<file path="src/rtl/ofdm_sync_pkg.sv">
// Shared OFDM sync definitions: the 64-entry sign coefficient set used by both the
// TX preamble generator and the RX sign correlator, the generator FSM encoding, and sample mapping.
package ofdm_sync_pkg;

    localparam int SYNC_LEN = 64;

    // Element k holds {imag sign, real sign} of sync sample k (1 = negative)
    localparam logic [SYNC_LEN-1:0][1:0] SYNC_COEFF = 128'hD2C6_5A39_E18B_74F0_3C96_A5E1_0F87_2B4D;

`ifdef OFDM_PRE_CP_EN
    typedef enum logic [1:0] {ST_IDLE, ST_CP, ST_PRE, ST_DONE} pre_state_e;
`else
    typedef enum logic [1:0] {ST_IDLE, ST_PRE, ST_DONE} pre_state_e;
`endif

    function automatic int sign_to_sample(input logic neg, input int amp);
        return neg ? -amp : amp;
    endfunction

endpackage

</file>
<file path="src/rtl/ofdm_preamble_gen_if.sv">
// Control and sample-stream signals between the preamble generator and its user.
interface ofdm_preamble_gen_if #(parameter int DW = 16);

    logic                 start;
    logic                 abort;
    logic                 out_ready;
    logic                 out_valid;
    logic signed [DW-1:0] out_re;
    logic signed [DW-1:0] out_im;
    logic [1:0]           sync_sign;
    logic                 busy;
    logic                 done;

    modport master (
        input  start, abort, out_ready,
        output out_valid, out_re, out_im, sync_sign, busy, done
    );

    modport slave (
        output start, abort, out_ready,
        input  out_valid, out_re, out_im, sync_sign, busy, done
    );

endinterface

</file>
<file path="src/rtl/preamble_sign_rom.sv">
// Combinational index -> {imag sign, real sign} lookup into the sync coefficient set.
module preamble_sign_rom
    import ofdm_sync_pkg::*;
(
    input  logic [5:0] idx,
    output logic [1:0] sign
);

    assign sign = SYNC_COEFF[idx];

endmodule

</file>
<file path="src/rtl/ofdm_preamble_gen.sv">
// OFDM TX preamble generator: NREP back-to-back copies of the 64-sample sync sequence.
// Optional cyclic prefix (last CP_LEN samples first) when OFDM_PRE_CP_EN is defined.
//
// state   | meaning
// IDLE    | waiting for start, outputs zero
// CP      | emitting cyclic prefix samples (OFDM_PRE_CP_EN only)
// PRE     | emitting sync samples, idx 0..63, rep 0..NREP-1
// DONE    | one-cycle done pulse, then back to IDLE
module ofdm_preamble_gen
    import ofdm_sync_pkg::*;
#(
    parameter int DW     = 16,
    parameter int AMP    = 5793,
    parameter int NREP   = 2,
    parameter int CP_LEN = 16
) (
    input  logic                clk,
    input  logic                rst,
    ofdm_preamble_gen_if.master bus
);

    localparam logic [5:0] IDX_LAST = 6'(SYNC_LEN - 1);
    localparam logic [3:0] REP_LAST = 4'(NREP - 1);
`ifdef OFDM_PRE_CP_EN
    localparam logic [5:0] CP_FIRST = 6'(SYNC_LEN - CP_LEN);
`endif

    pre_state_e state, state_nxt;
    logic [5:0] idx, idx_nxt;
    logic [3:0] rep, rep_nxt;

    logic                 valid_q, busy_q, done_q;
    logic signed [DW-1:0] re_q, im_q;
    logic [1:0]           sign_q;

    logic                 valid_d, done_d;
    logic signed [DW-1:0] re_d, im_d;
    logic [1:0]           sign_d;
    logic [1:0]           rom_sign;
    logic                 accept;

    assign accept = valid_q && bus.out_ready;

    // Looked up on the next index so the registered sample lines up with the new state
    preamble_sign_rom u_rom (
        .idx  (idx_nxt),
        .sign (rom_sign)
    );

    always_ff @(posedge clk or negedge rst) begin
        if (!rst) begin
            state   <= ST_IDLE;
            idx     <= '0;
            rep     <= '0;
            valid_q <= 1'b0;
            busy_q  <= 1'b0;
            done_q  <= 1'b0;
            re_q    <= '0;
            im_q    <= '0;
            sign_q  <= '0;
        end else begin
            state   <= state_nxt;
            idx     <= idx_nxt;
            rep     <= rep_nxt;
            valid_q <= valid_d;
            busy_q  <= valid_d;
            done_q  <= done_d;
            re_q    <= re_d;
            im_q    <= im_d;
            sign_q  <= sign_d;
        end
    end

    always_comb begin
        state_nxt = state;
        idx_nxt   = idx;
        rep_nxt   = rep;
        if (state != ST_IDLE && bus.abort) begin
            state_nxt = ST_IDLE;
            idx_nxt   = '0;
            rep_nxt   = '0;
        end else begin
            unique case (state)
                ST_IDLE: begin
                    if (bus.start && !bus.abort) begin
`ifdef OFDM_PRE_CP_EN
                        state_nxt = ST_CP;
                        idx_nxt   = CP_FIRST;
`else
                        state_nxt = ST_PRE;
                        idx_nxt   = '0;
`endif
                        rep_nxt   = '0;
                    end
                end
`ifdef OFDM_PRE_CP_EN
                ST_CP: begin
                    if (accept) begin
                        if (idx == IDX_LAST) begin
                            state_nxt = ST_PRE;
                            idx_nxt   = '0;
                            rep_nxt   = '0;
                        end else begin
                            idx_nxt = idx + 6'd1;
                        end
                    end
                end
`endif
                ST_PRE: begin
                    if (accept) begin
                        idx_nxt = idx + 6'd1;
                        if (idx == IDX_LAST) begin
                            if (rep == REP_LAST) begin
                                state_nxt = ST_DONE;
                                rep_nxt   = '0;
                            end else begin
                                rep_nxt = rep + 4'd1;
                            end
                        end
                    end
                end
                ST_DONE: state_nxt = ST_IDLE;
                default: begin
                    state_nxt = ST_IDLE;
                    idx_nxt   = '0;
                    rep_nxt   = '0;
                end
            endcase
        end
    end

    always_comb begin
        valid_d = 1'b0;
        done_d  = (state_nxt == ST_DONE);
        re_d    = '0;
        im_d    = '0;
        sign_d  = '0;
`ifdef OFDM_PRE_CP_EN
        if (state_nxt == ST_PRE || state_nxt == ST_CP) begin
`else
        if (state_nxt == ST_PRE) begin
`endif
            valid_d = 1'b1;
            sign_d  = rom_sign;
            re_d    = DW'(sign_to_sample(rom_sign[0], AMP));
            im_d    = DW'(sign_to_sample(rom_sign[1], AMP));
        end
    end

    assign bus.out_valid = valid_q;
    assign bus.busy      = busy_q;
    assign bus.done      = done_q;
    assign bus.out_re    = re_q;
    assign bus.out_im    = im_q;
    assign bus.sync_sign = sign_q;

endmodule

</file>
<file path="src/flat_wrapper.sv">
// flat-port wrapper written by rule: the top's interface ports become plain ports
module ofdm_preamble_gen_flat import ofdm_sync_pkg::*;
#(
    parameter int DW     = 16,
    parameter int AMP    = 5793,
    parameter int NREP   = 2,
    parameter int CP_LEN = 16
)
  (clk, rst, bus_start, bus_abort, bus_out_ready, bus_out_valid, bus_out_re, bus_out_im, bus_sync_sign, bus_busy, bus_done);
  ofdm_preamble_gen_if #(.DW(DW)) bus_i ();
  input  logic clk;
  input  logic rst;
  input wire logic [$bits(bus_i.start)-1:0] bus_start;
  input wire logic [$bits(bus_i.abort)-1:0] bus_abort;
  input wire logic [$bits(bus_i.out_ready)-1:0] bus_out_ready;
  output wire logic [$bits(bus_i.out_valid)-1:0] bus_out_valid;
  output wire logic [$bits(bus_i.out_re)-1:0] bus_out_re;
  output wire logic [$bits(bus_i.out_im)-1:0] bus_out_im;
  output wire logic [$bits(bus_i.sync_sign)-1:0] bus_sync_sign;
  output wire logic [$bits(bus_i.busy)-1:0] bus_busy;
  output wire logic [$bits(bus_i.done)-1:0] bus_done;
  assign bus_i.start = bus_start;
  assign bus_i.abort = bus_abort;
  assign bus_i.out_ready = bus_out_ready;
  assign bus_out_valid = bus_i.out_valid;
  assign bus_out_re = bus_i.out_re;
  assign bus_out_im = bus_i.out_im;
  assign bus_sync_sign = bus_i.sync_sign;
  assign bus_busy = bus_i.busy;
  assign bus_done = bus_i.done;
  ofdm_preamble_gen #(.DW(DW), .AMP(AMP), .NREP(NREP), .CP_LEN(CP_LEN)) u_core (.clk(clk), .rst(rst), .bus(bus_i));
endmodule
</file>
<file path="config.mk">
export PLATFORM = sky130hd
export DESIGN_NAME = ofdm_preamble_gen_flat
export DESIGN_NICKNAME = d
export VERILOG_FILES = /design/src/rtl/ofdm_sync_pkg.sv /design/src/rtl/ofdm_preamble_gen_if.sv /design/src/rtl/preamble_sign_rom.sv /design/src/rtl/ofdm_preamble_gen.sv /design/src/flat_wrapper.sv
export SDC_FILE = /design/constraint.sdc
export NUM_CORES = 1
export LEC_CHECK = 0
export CAP_MARGIN = 40
export CORE_MARGIN = 5
export CORE_UTILIZATION = 50
export DETAILED_ROUTE_END_ITERATION = 8
export GPL_TIMING_DRIVEN = 0
export PLACE_DENSITY = 0.79
export RECOVER_POWER = 50
export SLEW_MARGIN = 20
export SYNTH_ARGS = -nofsm -noshare
export SYNTH_HDL_FRONTEND = slang
export SYNTH_SLANG_ARGS = --single-unit
</file>
<file path="constraint.sdc">
create_clock -name clk -period 6.72 [get_ports clk]
set_input_delay 0.672 -clock clk [delete_from_list [all_inputs] [get_ports clk]]
set_output_delay 0.672 -clock clk [all_outputs]
set_load 0.02 [all_outputs]
</file>
==> metrics.md <==
| Metric | Value |
|---|---|
| Outcome | complete, no violations |
| Post-Syn Area | 1660 um2 |
| Commonest non-fill, non-tap cell in the layout | buf_4 |
| Skew final | 6.28 ps |
| Post-CTS Setup Bufs | 0 |
| Yosys reg bits | 18 |
| Initial DRC Count | 72 |
| Gr ovfl total | 0 |
| GP Congestion | 0.846 |
| CTS tree | yes |
| Flop2flop setup slack | 3630 ps |
| Non-Filler Instances | 286 |
| Simple-gate share of the synthesized area | 0.211 |
| CP Capture Type | flip-flop |
| Fin. max-slew vios | 0 |
| Die X | 67.5 um |
| Async set-reset flop share out of synthesis | 1.00 |
| Hold Crit Class | reg -> reg |
| Number of synthesized flops with an enable pin | 0 |
| Syn nets | 209 |
| Max Fanout on Critical Path | 10 |
| Compound-Gate Fraction of Synth Area | 0.231 |
| Number of cells after detailed placement | 282 |
| Slowest Stage Delay on Critical Path | 480 ps |
| Slew HR | 0.481 |
| Pwr dens | 138 nW/um2 |
| CTS max path bufs | 2 |
| # DRC | 0 |
| Clock latency at the later pin of the worst-skew pair | 310 ps |
| Worst-Margin Slew | 778 ps |
| Root Buffer | clkbuf_4 |
| Layout Nets | 256 |
| Row cnt | 20 |
| R2R Path Start | u_core.state[1] |
| Pleak | 0.986 nW |
| Top-area cell type share of the netlist area | 0.272 |
| CTS Sinks | 18 |
| Final setup TNS | 0 ps |
| Final Setup Violations | 0 |
| Routed Antenna Nets | 0 |
| Yosys Warn Count | 0 |
| Hold EP | u_core.rep[3] |
| Prevailing post-synth register cell | dfrtp_1 |
| Max cap viols | 0 |
| Min Tclk post-route | 3500 ps |
| WL final | 4200 um |
| Post-CTS Resized | 0 |
| CP Launch Type | input pin |
| # H-tree levels | 1 |
| Critical path data required time | 6910 ps |
| Fin. Hold Viols | 0 |
| Synth area leader | dfrtp_1 |
| WS Path Type | in -> reg |
| RSZ-0062 raised after global routing | no |
| Pin count of the biggest net entering global routing | 19 |
| Vias in the first global route | 1447 |
| Post-synthesis mux area share | 0.0136 |
| GRT Overall Usage | 0.190 |
| Reg2Reg Depth | 12 |
| Synth top area cells | dfrtp_1, buf_4, ha_1 |
| Via count | 1573 |
| Port bufs | 41 |
| Worst reg2reg endpoint | u_core.bus.sync_sign[1] |
| Hold depth | 1 |
| Pre-antenna DRT Iters | 4 |
| Initial antenna violation count | 0 |
| First-pass GRT wire length | 6690 um |
| CTS Buf Count | 3 |
| Crit-path slowest cell | clkdlybuf4s50_1 |
| Avg WL per Cell | 14.7 um |
| Hold Startpoint | u_core.rep[3] |
| Total die area | 4560 um2 |
| Die Ht | 67.5 um |
| N_diodes | 0 |
| Adder-cell share of the synthesized area | 0.0529 |
| Most frequent cells in the layout | buf_4, clkdlybuf4s50_1, dfrtp_1 |
| Largest family of logic cells by synthesized area | compound AO/OA/AOI/OAI gates |
| Tcrit/Tclk final | 0.520 |
| Worst path cell trace | clkdlybuf4s50_1 -> clkbuf_1 -> nor2_1 -> nor2_1 -> a211o_1 -> ha_1 -> nand2_1 -> o32a_1 -> a311oi_1 -> a211o_1 -> a21oi_1 -> nor4_1 |
| Final HPWL DP | 3350 um |
| Crit path DAT | 3690 ps |
| CTS Hold Buffers Added | 0 |
| Vias/cell | 5.50 |
| Cells after Synth | 197 |
| Seq/Total Area, Yosys | 0.272 |
| Syn avg cell area | 8.40 um2 |
| Clock slew at reported path FFs | 90 ps |
| Core area | 3100 um2 |
| Layout cell share with drive strength beyond 1 | 0.207 |
| Initial Util | 0.533 |
| Worst VDD drop | 0.0848 mV |
| Layout area overhead | 29.5% |
| Total I/O pin count | 42 |
| Fmax | 286 MHz |
| Post-synthesis xor/xnor area fraction | 0.0212 |
| Library cells used by synthesis | 56 |
==> Yosys cell counts, types with 3 or more instances <==
cell type  number
buf_4          31
dfrtp_1        18
nand2_1        15
a21oi_1        12
inv_1           9
nor2_1          8
ha_1            7
o21ai_0         7
a211o_1         5
and3_1          5
buf_2           5
nor3b_1         5
nand3_1         4
clkbuf_1        3
nand2b_1        3
o22ai_1         3
o31ai_1         3
or2_2           3
xnor2_1         3
==> sequential cells by signal, summed over array words and instances, names as in the netlist <==
signal                cells
u_core.bus.sync_sign      2
u_core.bus.out_im         2
u_core.bus.out_re         1
u_core.rep                4
u_core.state              2
u_core.idx                6
u_core.bus.done           1
==> cells by family (layout without fill, tap and decap cells) <==
family | after synthesis | after routing
AO/OA/AOI/OAI | 54 | 54
AND/OR/NAND/NOR | 60 | 60
flip-flops | 18 | 18
adder cells (fa/ha/maj) | 7 | 7
buffers and inverters | 52 | 97
multiplexers | 2 | 2
XOR/XNOR | 4 | 4
==> through the flow <==
| stage | hold WS [ps] | power (mW) | util | setup WS, ps | area [um2] |
|---|---|---|---|---|---|
| after floorplan | 376 | 0.197 | - | 3840 | 1660 |
| after global placement | 470 | 0.241 | 0.683 | 2990 | 2120 |
| after detailed placement | 475 | 0.244 | 0.683 | 2970 | 2120 |
| after CTS | 494 | 0.298 | 0.691 | 3280 | 2140 |
| after global routing | 527 | 0.311 | 0.691 | 2980 | 2140 |
| final | 496 | 0.295 | 0.691 | 3220 | 2140 |
==> area by class of cell <==
cell class                 count  area, um2
tap                           44       55.1
buffer                        40        278
multi-input combinational    127        877
fill                         269        960
clock buffer                   3       22.5
inverter                      12       46.3
sequential                    18        450
timing repair buffer          42        414
==> power breakdown <==
part	switching (mW)	internal [mW]
clock network	0.0346	0.0210
logic	0.0590	0.0595
registers	0.00815	0.113
total	0.102	0.193
==> routing by layer <==
layer  track usage  up-vias  wire length (um)
li1              -      774                 -
met1         0.241      749              1810
met2         0.327       46              2120
met3        0.0349        4               223
met4        0.0532        0                41
met5             0        -                 0
==> worst max path at each step <==
stage,to,start,cells past startpoint
final,u_core.bus.sync_sign[1],bus_abort,12
after global placement,u_core.bus.sync_sign[1],bus_start,12
after global routing,u_core.bus.sync_sign[1],bus_abort,12
after CTS,u_core.bus.sync_sign[1],bus_start,12
after floorplan,u_core.bus.out_im[12],bus_abort,11
after detailed placement,u_core.bus.sync_sign[1],bus_start,12
==> critical path: cells and delay by family <==
family,cells,cell delay (ps)
AOI/OAI and AO/OA,5,1080
and+or+nand+nor,4,930
buffers and inverters,2,790
adders and majority gates,1,220
Note: power is estimated with default switching activity, not from simulation.
